File: src/rtl/arcade_input_mapper.sv
// rtl/arcade_input_mapper.sv - PS/2 keymap and joystick merge with coin stretch, pause toggle, DIP/game capture
// Optional feature macro: AUTOFIRE_EN (vsync-paced autofire on button 1).
module arcade_input_mapper #(
    parameter int PLAYERS      = 2,
    parameter int BUTTONS      = 3,
    parameter int DIP_BYTES    = 8,
    parameter int COIN_CYCLES  = 16384,
    parameter int KEYMAP_INDEX = 253
`ifdef AUTOFIRE_EN
    ,
    parameter int AUTOFIRE_FRAMES = 3
`endif
) (
    input  logic                             clk,
    input  logic                             reset,
    input  logic [10:0]                      ps2_key,
    input  logic [PLAYERS*(BUTTONS+7)-1:0]   joy_in,
    input  logic                             ioctl_wr,
    input  logic [7:0]                       ioctl_index,
    input  logic [24:0]                      ioctl_addr,
    input  logic [7:0]                       ioctl_data,
    input  logic                             vsync,
`ifdef AUTOFIRE_EN
    input  logic [PLAYERS-1:0]               autofire,
`endif
    output logic [PLAYERS*(BUTTONS+7)-1:0]   ctrl_out,
    output logic                             pause,
    output logic [3:0]                       game_index,
    output logic [DIP_BYTES*8-1:0]           dip_out
);
    localparam int J       = BUTTONS + 7;
    localparam int N       = PLAYERS * J;
    localparam int CW      = $clog2(COIN_CYCLES + 1);
    localparam int B_FIRE  = 4;
    localparam int B_COIN  = BUTTONS + 5;
    localparam int B_PAUSE = BUTTONS + 6;

    // Table bytes are in control-bit order; buttons beyond the third and players 3-4 stay unmapped.
    function automatic logic [N*8-1:0] f_default_map();
        logic [N*8-1:0] m;
        logic [79:0]    p1;
        logic [79:0]    p2;
        int             src;
        m  = '0;
        p1 = 80'h4D_2E_16_29_11_14_75_72_6B_74;
        p2 = 80'h00_36_1E_15_1B_1C_2D_2B_23_34;
        for (int p = 0; p < PLAYERS && p < 2; p++) begin
            for (int b = 0; b < J; b++) begin
                if (b < 4)                src = b;
                else if (b < BUTTONS + 4) src = (b < 7) ? b : -1;
                else                      src = b - BUTTONS + 3;
                if (src >= 0)
                    m[(p*J+b)*8 +: 8] = (p == 0) ? p1[src*8 +: 8] : p2[src*8 +: 8];
            end
        end
        return m;
    endfunction

    localparam logic [N*8-1:0] DEFAULT_MAP = f_default_map();

    logic [N*8-1:0]         r_keymap = DEFAULT_MAP;
    logic [DIP_BYTES*8-1:0] r_dip = '0;
    logic [3:0]             r_game_index = '0;
    logic [N-1:0]           r_key_state;
    logic                   r_old_toggle;
    logic [PLAYERS-1:0]     r_coin_prev;
    logic [CW-1:0]          r_coin_cnt [PLAYERS];
    logic                   r_pause;
    logic                   r_pause_prev;
    logic [N-1:0]           r_ctrl;

    logic                   w_key_event;
    logic                   w_keymap_wr;
    logic [N-1:0]           w_raw;
    logic [N-1:0]           w_ctrl_next;
    logic                   w_pause_any;
    logic                   w_unused;

    assign w_key_event = ps2_key[10] != r_old_toggle;
    assign w_keymap_wr = ioctl_wr && (ioctl_index == 8'(KEYMAP_INDEX)) && (ioctl_addr < 25'(N));
    assign w_raw       = joy_in | r_key_state;
    assign w_unused    = ^{ps2_key[8], vsync};

    assign ctrl_out   = r_ctrl;
    assign pause      = r_pause;
    assign game_index = r_game_index;
    assign dip_out    = r_dip;

    // Download-stream state is deliberately outside reset so a core reset keeps the loaded config.
    always_ff @(posedge clk) begin
        if (ioctl_wr && ioctl_index == 8'd1)
            r_game_index <= ioctl_data[3:0];
        for (int n = 0; n < DIP_BYTES; n++)
            if (ioctl_wr && ioctl_index == 8'd254 && ioctl_addr == 25'(n))
                r_dip[n*8 +: 8] <= ioctl_data;
        for (int e = 0; e < N; e++)
            if (w_keymap_wr && ioctl_addr == 25'(e))
                r_keymap[e*8 +: 8] <= ioctl_data;
    end

    // A keymap write drops held keys; a coincident key event is lost rather than applied to a stale map.
    always_ff @(posedge clk) begin
        r_old_toggle <= ps2_key[10];
        if (reset || w_keymap_wr) begin
            r_key_state <= '0;
        end else if (w_key_event) begin
            for (int e = 0; e < N; e++)
                if (ps2_key[7:0] != 8'h00 && r_keymap[e*8 +: 8] == ps2_key[7:0])
                    r_key_state[e] <= ps2_key[9];
        end
    end

`ifdef AUTOFIRE_EN
    localparam int AW = $clog2(AUTOFIRE_FRAMES + 1);
    logic               r_vs_prev;
    logic [PLAYERS-1:0] r_af_phase;
    logic [AW-1:0]      r_af_cnt [PLAYERS];

    always_ff @(posedge clk) begin
        if (reset) begin
            r_vs_prev  <= 1'b0;
            r_af_phase <= '1;
            for (int p = 0; p < PLAYERS; p++) r_af_cnt[p] <= '0;
        end else begin
            r_vs_prev <= vsync;
            for (int p = 0; p < PLAYERS; p++) begin
                if (!(autofire[p] && w_raw[p*J+B_FIRE])) begin
                    r_af_cnt[p]   <= '0;
                    r_af_phase[p] <= 1'b1;
                end else if (vsync && !r_vs_prev) begin
                    if (r_af_cnt[p] == AW'(AUTOFIRE_FRAMES - 1)) begin
                        r_af_cnt[p]   <= '0;
                        r_af_phase[p] <= ~r_af_phase[p];
                    end else begin
                        r_af_cnt[p] <= r_af_cnt[p] + AW'(1);
                    end
                end
            end
        end
    end
`endif

    always_comb begin
        w_ctrl_next = w_raw;
        w_pause_any = 1'b0;
        for (int p = 0; p < PLAYERS; p++) begin
            w_ctrl_next[p*J+B_COIN] = (r_coin_cnt[p] != '0) || w_raw[p*J+B_COIN];
            w_pause_any = w_pause_any | w_raw[p*J+B_PAUSE];
`ifdef AUTOFIRE_EN
            if (autofire[p])
                w_ctrl_next[p*J+B_FIRE] = w_raw[p*J+B_FIRE] & r_af_phase[p];
`endif
        end
    end

    always_ff @(posedge clk) begin
        if (reset) begin
            r_ctrl       <= '0;
            r_pause      <= 1'b0;
            r_pause_prev <= 1'b0;
            r_coin_prev  <= '0;
            for (int p = 0; p < PLAYERS; p++) r_coin_cnt[p] <= '0;
        end else begin
            r_ctrl       <= w_ctrl_next;
            r_pause_prev <= w_pause_any;
            if (w_pause_any && !r_pause_prev)
                r_pause <= ~r_pause;
            for (int p = 0; p < PLAYERS; p++) begin
                r_coin_prev[p] <= w_raw[p*J+B_COIN];
                if (w_raw[p*J+B_COIN] && !r_coin_prev[p])
                    r_coin_cnt[p] <= CW'(COIN_CYCLES - 1);
                else if (r_coin_cnt[p] != '0)
                    r_coin_cnt[p] <= r_coin_cnt[p] - CW'(1);
            end
        end
    end
endmodule

File: config.mk
export PLATFORM = sky130hd
export DESIGN_NAME = arcade_input_mapper
export DESIGN_NICKNAME = d
export VERILOG_FILES = /design/src/rtl/arcade_input_mapper.sv
export SDC_FILE = /design/constraint.sdc
export NUM_CORES = 1
export LEC_CHECK = 0
export ABC_AREA = 1
export BUFFER_PORTS_ARGS = -buffer_cell sky130_fd_sc_hd__buf_2
export CAP_MARGIN = 10
export CORE_MARGIN = 1
export CORE_UTILIZATION = 47
export CTS_BUF_LIST = sky130_fd_sc_hd__clkbuf_2 sky130_fd_sc_hd__clkbuf_4 sky130_fd_sc_hd__clkbuf_8
export DETAILED_ROUTE_END_ITERATION = 10
export GPL_TIMING_DRIVEN = 0
export PLACE_DENSITY = 0.75
export SYNTH_ARGS = -nofsm -noshare
export SYNTH_HDL_FRONTEND = slang
export SYNTH_SLANG_ARGS = --single-unit
File: constraint.sdc
create_clock -name clk -period 4.8 [get_ports clk]
set_input_delay 0.96 -clock clk [delete_from_list [all_inputs] [get_ports clk]]
set_output_delay 0.96 -clock clk [all_outputs]
set_load 0.005 [all_outputs]
==> results of run 1 <==
## flip-flops by register name, indices dropped and copies added, names as in the netlist, 2 cells and up
signal / count
ctrl_out: 20
dip_out: 64
r_coin_cnt: 30
game_index: 4
r_coin_prev: 2
r_key_state: 20
r_keymap: 160
## placed cells by master, fill, tap and decap left out, types with 18 or more instances in the layout
| cell | n |
|---|---|
| nand3_1 | 51 |
| xnor2_1 | 87 |
| nor2_1 | 252 |
| xor2_1 | 18 |
| edfxtp_1 | 258 |
| dfxtp_1 | 45 |
| inv_1 | 133 |
| clkbuf_8 | 56 |
| a21oi_1 | 24 |
| nand2_1 | 381 |
| buf_2 | 181 |
## power groups by stage
stage | registers [µW] | clock network [µW] | logic, µW
2_1_floorplan | 2980 | 0 | 262
3_3_place_gp | 2980 | 0 | 394
3_5_place_dp | 2980 | 0 | 405
4_1_cts | 2930 | 2450 | 408
5_1_grt | 2930 | 2550 | 459
6_report | 2930 | 2400 | 407
## metrics by stage
stage	total power (µW)	hold WS [ns]	cells
global route	5940	0.503	1958
detailed placement	3390	0.475	1868
CTS	5780	0.489	1958
floorplan	3240	0.438	1330
finish	5730	0.489	1959
global placement	3370	0.470	1868
## worst min-delay path, delay by kind of cell, from the launching register on
family / cells / cell delay [ns]
DFF: 1 / 0.34
and+or+nand+nor: 2 / 0.11
## how the worst min path moves through the flow
stage                     depth (start not counted)                          from                           end  slack (ns)
after floorplan                                   2  r_key_state[17]$_SDFFE_PP0P_       ctrl_out[17]$_SDFF_PP0_        0.44
after global placement                            2  r_key_state[10]$_SDFFE_PP0P_  r_key_state[10]$_SDFFE_PP0P_        0.47
after detailed placement                          2  r_key_state[12]$_SDFFE_PP0P_       ctrl_out[12]$_SDFF_PP0_        0.48
after CTS                                         2  r_key_state[12]$_SDFFE_PP0P_       ctrl_out[12]$_SDFF_PP0_        0.49
after global routing                              1                   ps2_key[10]          r_old_toggle$_DFF_P_        0.50
final                                             2  r_key_state[12]$_SDFFE_PP0P_       ctrl_out[12]$_SDFF_PP0_        0.49
## per-layer routing
layer  vias up  wire length (µm)  part of all wire, %
met2       350             13900                   47
met1      4343             12700                   43
met3        64              2500                  8.4
met5         -                11                0.037
met4         2               721                  2.4
li1       4675                 -                    -
## layout make-up
class                      instances  area share (%)
inverter                         134            3.20
buffer                            36            1.46
clock buffer                      67            5.43
sequential                       303            55.0
multi-input combinational        857            25.4
antenna                            1          0.0159
clock inverter                    23            1.38
tap                              378            3.01
timing repair buffer             160            5.09
## cell families after synthesis
logic type                 after synthesis  synth area share, %
and+or+nand+nor                        719                 21.6
DFF                                    303                 64.6
buffers and inverters                  170                 5.47
xor gates and xnor gates               105                 6.87
AOI/OAI and AO/OA                       29                 1.08
adders and majority gates                4                0.374
==> results.md, run 1 <==
Power:
- The share of power burned in the clock network is between 40% and 50%.
- The worst voltage drop across the vdd grid is 0.337 mV.
- The internal power of the cells totals between 4000 and 5000 µW.
- The share of total power consumed by net switching is 22.9%.
- Per report_power, the combinational group accounts for 7.1% of the total.
- The power per cell area is between 300 and 400 nW/µm².
- The static leakage is roughly 0.0067 µW.
- Sequential cells account for between 50% and 60% of the total power.
- In this run the power spent charging and discharging nets is between 1000 and 1500 µW.

Setup path:
- Walking the worst path, the cells encountered are buf_2 > nor2_1 > nand2_1 > nor2_1 > nand3_1 > nor2_4 > nand2_1 > nor2_1.
- The cell family contributing the most delay on the critical path is simple AND/OR/NAND/NOR gates.
- The largest incremental delay on the critical path is between 0.6 and 0.7 ns.
- The endpoint of the worst setup timing path is r_keymap[101]$_DFFE_PP_.
- The worst setup path is captured at a flip-flop.
- The number of gates on the worst path with buffers counted is 8.
- STA classifies the critical path startpoint as an input port.
- On the critical path, the stage with the largest delay is an instance of nor2_1.
- The internal reg-to-reg setup slack is 2.62 ns.
- STA puts the critical path data required time at 4.99 ns.
- The cell occurring most often along the worst timing path is nor2_1.
- The number of buffers and inverters on the critical path is 1.
- The worst register-to-register path has a depth of 5.
- In this run the worst path has a maximum fanout of 8.
- For the worst setup path, the data arrival time is around 2.7 ns.
- The startpoint of the lowest-slack register-to-register path is r_coin_cnt[1][0]$_DFFE_PP_.
- The endpoint identified for the worst register-to-register timing path is r_coin_cnt[1][5]$_DFFE_PP_.
- The critical path starts at ioctl_addr[21].
- The setup path with the least slack is of type in -> reg.

Logic synthesis:
- The largest area contributor in the synthesized netlist is edfxtp_1.
- The commonest cells after synthesis are 381 x nand2_1, 258 x edfxtp_1, 252 x nor2_1.
- For this run, asynchronously set or reset flops after synthesis account for 0%.
- The Yosys step of the flow raised 0 warnings.
- After synthesis, the cell types taking the most area are edfxtp_1 58%, nand2_1 11%, nor2_1 7.1%.
- The top cell type by area accounts for between 50% and 60% of the synthesized area.
- The dominant synthesized flop cell is edfxtp_1.
- The post-synth design cell area is approximately 13000 µm².
- The count of flip-flops with a built-in enable after synthesis is about 260.
- The dominant cell by count in the synthesized netlist is nand2_1.
- The number of different library cells in the post-synthesis netlist is 30.
- For this run, the register share of the synthesized area comes to between 60% and 70%.
- The gate count after technology mapping is approximately 1300.
- A synthesized cell averages between 10 and 15 µm².
- Synthesis inferred 303 register bits.
- The number of nets handed over by synthesis was approximately 1400.

Detailed routing:
- The number of detailed-route iterations in the first pass is 5.
- Once detail routing completed, the nets flagged for antenna violations numbered 0.
- The sum of routed wire length over all layers is about 30 mm.
- The number of vias per cell is roughly 4.8.
- The detail-routed net length per standard cell is between 15 and 20 µm.
- The via count of the routed design is ~9400.
- The number of design rule violations left after detail routing is 0.
- The number of violations reported at the end of detailed-routing iteration 0 is between 600 and 700.

Clock tree:
- Post-CTS timing repair inserted 0 buffers for setup.
- CTS placed an instance of clkbuf_8 at the clock tree root.
- The H-tree was split into 2 levels.
- TritonCTS built the clock tree.
- After clock tree synthesis, the repair step resized 0 gates.
- The clock network latency to the later pin of the worst-skew pair is roughly 0.58 ns.
- After clock tree synthesis, the clock-pin slew on the worst setup and hold paths is 0.06 ns.
- Hold repair after CTS inserted 0 buffers.
- The number of clock sinks is ~300.
- No sink is reached through more buffers than the 3 on the longest clock path.
- The clock buffer count from CTS is 50.

Floorplan:
- The area enclosed by the die boundary is 29200 µm².
- The core box area is 27900 µm².
- The initialized floorplan defines around 60 standard-cell rows.
- Measured along the x axis, the die boundary spans 171 µm.
- The height of the chip is 171 µm.
- The starting density of the core is around half.
- For this design the top-level I/O count stands at 165.

Global routing:
- For met2 alone, demand over resource in global routing was between 30% and 40%.
- For this run the aggregate overflow at the end of global routing stands at 0.
- The overall fraction of global-route tracks in use is a little over a fifth.
- The global routing met1 resource utilization is ~26%.
- The via count of the first global-routing pass was approximately 9400.
- The met3 layer usage reported by global route is 5.41%.
- met2 is the most crowded layer.
- The global-route wire length before repair is roughly 47 mm.
- The largest net degree at the start of global routing is 30.
- The initial antenna violation count is 1.

Layout:
- After routing the design area is approximately 16000 µm².
- The fill cell instance count of the final layout is between 2000 and 2500.
- For this run, the share of the core covered by cells in the final layout is 56.5%.
- The sequential cells in the finished layout cover a total of just under 9000 µm².
- The final net count is between 1500 and 2000.
- Cells with a size suffix above 1 make up 18.6% of the layout.
- Compared with the post-synthesis result, the final layout area differs by 17.5%.
- The multi-input combinational cells in the finished layout cover a total of around 4000 µm².

Timing:
- After layout, the worst path uses 53.1% of the clock period.
- The final-report setup violation count is 0.
- The time the worst path needs with I/O delays and setup is roughly 2.5 ns.
- The number of hold violations in the final report is 0.
- Setup repair after global routing left no endpoint under its margin.
- Across the routed clock network, the largest skew measured is between 0.03 and 0.04 ns.
- At the pin with the least slew margin, the transition time is between 0.9 and 1 ns.
- After layout, the worst setup slack is between 2 and 2.5 ns.
- The maximum clock frequency is 392 MHz.
- Summed over all failing endpoints, the final setup total negative slack is 0 ns.
- The max-slew violation count is 0.
- Headroom to the max-slew limit came out at between 30% and 40%.

Place:
- OpenSTA, run right after detailed placement, puts the worst setup slack at around 1.7 ns.
- The wire-length estimate of the detail-placed layout is roughly 20 mm.
- Once placement finished, the instance area stood at roughly 15000 µm².
- At the end of routability-driven placement, the weighted congestion stood at 0.865.
- Port buffering added 160 buffers.

Flow run:
- The max-capacitance violation count is 0.

Hold path:
- The path class of the tightest hold or removal check is reg -> reg.

Run status:
- The run finished with clean final reports.
Note: power is estimated with default switching activity, not from simulation.
==> run 2, diff against run 1 <==
PLACE_DENSITY = 0.77   (was 0.75)
clock period = 2.1 ns   (was 4.8 ns; I/O delays follow)
==> results.md, run 2 (synthesis gave the netlist of run 1 again) <==
Setup path:
- The data arrival at the endpoint of the critical path is 2.21 ns (was 2.74 ns).
- The cell family contributing the most delay on the critical path was simple AND/OR/NAND/NOR gates (unchanged).
- The largest incremental delay on the critical path is 0.65 ns (was 0.68 ns).
- The type of destination of the critical path is a flip-flop (unchanged).
- Ordered cell list for the critical path: buf_2 > nor2_2 > inv_2 > nand2_1 > nand3_1 > nor2_4 > nand2_1 > nor2_1 (was buf_2 > nor2_1 > nand2_1 > nor2_1 > nand3_1 > nor2_4 > nand2_1 > nor2_1).
- The critical path buffer and inverter count is 2 (was 1).
- The critical-path cell with the highest stage delay is nor2_1 (unchanged).
- The category of the critical setup timing path is in -> reg (unchanged).
- The internal reg-to-reg setup slack is 0.34 ns (was 2.62 ns).
- The capture point of the worst reg-to-reg path is r_coin_cnt[0][13]$_SDFFCE_PN0P_ (was r_coin_cnt[1][5]$_DFFE_PP_).
- The cell occurring most often along the worst timing path was nand2_1 (was nor2_1).
- The startpoint kind of the worst setup timing path is an input port (unchanged).
- The startpoint of the lowest-slack register-to-register path was r_coin_cnt[0][0]$_SDFFCE_PN0P_ (was r_coin_cnt[1][0]$_DFFE_PP_).
- The count of cells along the worst register-to-register path is 8 (was 5).
- The maximum fanout count along the critical path is 8 (unchanged).
- The data required time of the worst path is 2.29 ns (was 4.99 ns).

Flow run:
- The max-capacitance violation count is 0 (unchanged).

Global routing:
- The total overflow reported by the global router came to 0 (unchanged).
- The via count of the first global-routing pass is 9465 (was 9442).
- The largest net degree at the start of global routing is 30 (unchanged).
- The overall fraction of global-route tracks in use was 21.3% (was 21.0%).
- The global-route wire length before repair is 47.1 mm (was 46.6 mm).
- The initial antenna violation count is 2 (was 1).

Timing:
- The final worst-path cycle share is a little over nine tenths.
- The slew at the pin closest to its max-slew limit is 0.946 ns (was 0.912 ns).
- The number of hold violations in the final report was 0 (unchanged).
- The max-slew violation count is 0 (unchanged).
- The sum of negative setup slack is 0 ns (unchanged).
- The final worst-path setup slack came to 0.0818 ns (was 2.25 ns).
- The headroom to the max-slew limit was 36.4% (was 38.7%).
- After layout, the minimum clock period comes to roughly 2 ns.
- The final-report setup violation count is 0 (unchanged).
- The final setup skew is 0.0290 ns (was 0.0327 ns).
- Based on the critical path, the design can be clocked at up to a little under 500 MHz.

Power:
- The static leakage is 0.00664 µW (was 0.00667 µW).
- The power per cell area is 807 nW/µm² (was 365 nW/µm²).
- The sum of internal, switching and leakage power is 12700 µW (was 5730 µW).
- The worst voltage drop across the vdd grid is 0.725 mV (was 0.337 mV).

Detailed routing:
- The count of nets left with antenna violations after detail routing is 0 (unchanged).
- The number of design rule violations left after detail routing is 0 (unchanged).
- The via count of the routed design is 9424 (was 9434).
- The number of vias per cell came to 4.81 (was 4.82).
- The sum of routed wire length over all layers came to 30.2 mm (was 29.8 mm).
- The detail-routed net length per standard cell was 15.4 µm (was 15.2 µm).
- The number of detailed-route iterations in the first pass is 5 (unchanged).
- The number of violations reported at the end of detailed-routing iteration 0 is 847 (was 629).

Place:
- The final weighted congestion of routability-driven global placement was 0.882 (was 0.865).
- The post-placement worst setup slack came to -0.499 ns (was 1.66 ns).
- The placed wire-length estimate was 20.5 mm (was 20.2 mm).
- The number of cells in the design after placement is 1868 (unchanged).
- The number of buffer cells added on primary ports came to 160 (unchanged).
- The area after detailed placement is 14700 µm² (unchanged).

Layout:
- The area used by multi-input combinational logic is 4020 µm² (was 4000 µm²).
- The register bank with the most flops is r_keymap (unchanged).
- The final net count came to 1624 (was 1622).
- The post-route cell area came to 15700 µm² (about the same).
- The flip-flop count of the largest register after layout is 160 (unchanged).
- The fill cell instance count of the final layout came to 2367 (was 2355).
- The count of placed standard cells in the final layout, fillers left out is 1961 (was 1959).
- Most used cells in the layout excluding fill and tap cells: 380 x nand2_1, 258 x edfxtp_1, 244 x nor2_1 (was 381 x nand2_1, 258 x edfxtp_1, 252 x nor2_1).
- The sequential standard cell area came to 8650 µm² (unchanged).
- The most common cell after layout, fill and taps aside is nand2_1 (unchanged).
- The area added between synthesis and finish was 17.2% (was 17.5%).
- The layout cell share with drive strength beyond 1 is 19.3% (was 18.6%).

Floorplan:
- The number of standard-cell rows in the floorplan came to 61 (unchanged).
- The core box area was 27900 µm² (unchanged).
- The height of the chip is 171 µm (unchanged).
- The area enclosed by the die boundary is 29200 µm² (unchanged).
- The number of ports placed on the die boundary was 165 (unchanged).
- The overall die width is 171 µm (unchanged).
- The starting density of the core is 48.0% (unchanged).

Clock tree:
- The TritonCTS clock tree is yes (unchanged).
- The buffer levels on the longest clock path is 3 (unchanged).
- The clock buffer count from CTS was 49 (was 50).
- The clock root buffer is clkbuf_8 (unchanged).
- The number of clock sinks is 303 (unchanged).
- The clock network latency to the later pin of the worst-skew pair is 0.57 ns (was 0.58 ns).
- The clock transition time at the flip-flop clock pins of the worst setup and hold paths is 0.06 ns (about the same).
- The count of H-tree levels built during CTS is 2 (unchanged).

Hold path:
- The class of the most critical hold timing path is in -> reg (was reg -> reg).
- The endpoint of the worst hold-timing path is ctrl_out[14]$_SDFF_PP0_ (was ctrl_out[12]$_SDFF_PP0_).
- The number of cells traversed by the worst hold path is 3 (was 2).
- The startpoint of the lowest-slack hold path is joy_in[14] (was r_key_state[12]$_SDFFE_PP0P_).

Run status:
- Run status: complete, no violations (unchanged).
[run 2: cell count changes in the layout (fill, tap and decap cells not counted), moves of 4 or more]
cell	delta
nor2_2	+8
clkbuf_4	+9
clkinv_2	-5
bufinv_16	-4
nor2_1	-8
[run 2: what timing repair did]
item                                    4_1_cts  5_1_grt
buffers inserted                              2        0
resized for setup                             0        9
endpoints found under the setup margin       15       60
hold buffers                                  1        0
hold endpoints to repair                      1        0
pin swaps                                     1        0
[run 2: worst max-delay path by stage]
stage,from,end,cells past startpoint
floorplan,ioctl_addr[13],r_keymap[0]$_DFFE_PP_,6
global placement,ioctl_addr[22],r_keymap[100]$_DFFE_PP_,8
detailed placement,ioctl_addr[22],r_keymap[84]$_DFFE_PP_,8
CTS,ioctl_addr[22],r_keymap[29]$_DFFE_PP_,8
global route,ioctl_addr[22],r_keymap[49]$_DFFE_PP_,8
finish,ioctl_addr[2],r_keymap[115]$_DFFE_PP_,8
[run 2: where the power goes]
| part | switching [µW] | internal, µW | leakage, µW | total (µW) |
|---|---|---|---|---|
| Clock | 2290 | 2730 | 0.000527 | 5030 |
| Sequential | 65.8 | 6630 | 0.00276 | 6690 |
| Combinational | 593 | 342 | 0.00336 | 936 |
| Total | 2950 | 9700 | 0.00664 | 12700 |
[run 2: per-stage QoR]
stage	hold WS (ns)	utilization [%]
3_5_place_dp	0.480	52.6
4_1_cts	0.0189	56.2
3_3_place_gp	0.473	52.6
2_1_floorplan	0.438	-
6_report	0.0484	56.3
5_1_grt	0.0291	56.3
[run 2: cell type report]
class,count,area share (%)
diodes,1,0.0160
plain buffers,36,1.46
clock buffers,74,5.70
clock inverters,15,0.542
inverters,134,3.21
multi-input cells,857,25.7
flip-flops and latches,303,55.1
well taps,378,3.02
repair buffers,163,5.27
[run 2: routing by layer]
metal	vias up	part of all wire (%)	routed length (µm)	GRT usage [%]
met5	-	0.033	10	0
met4	2	2.1	639	7.40
met3	52	8.0	2410	5.64
met2	338	47	14100	35.4
met1	4351	43	13000	26.8
li1	4681	-	-	-
[run 2: worst min-delay path, delay by kind of cell]
| family | cells | cell delay [ns] |
|---|---|---|
| buf+inv | 1 | 0.08 |
| simple gates | 2 | 0.09 |
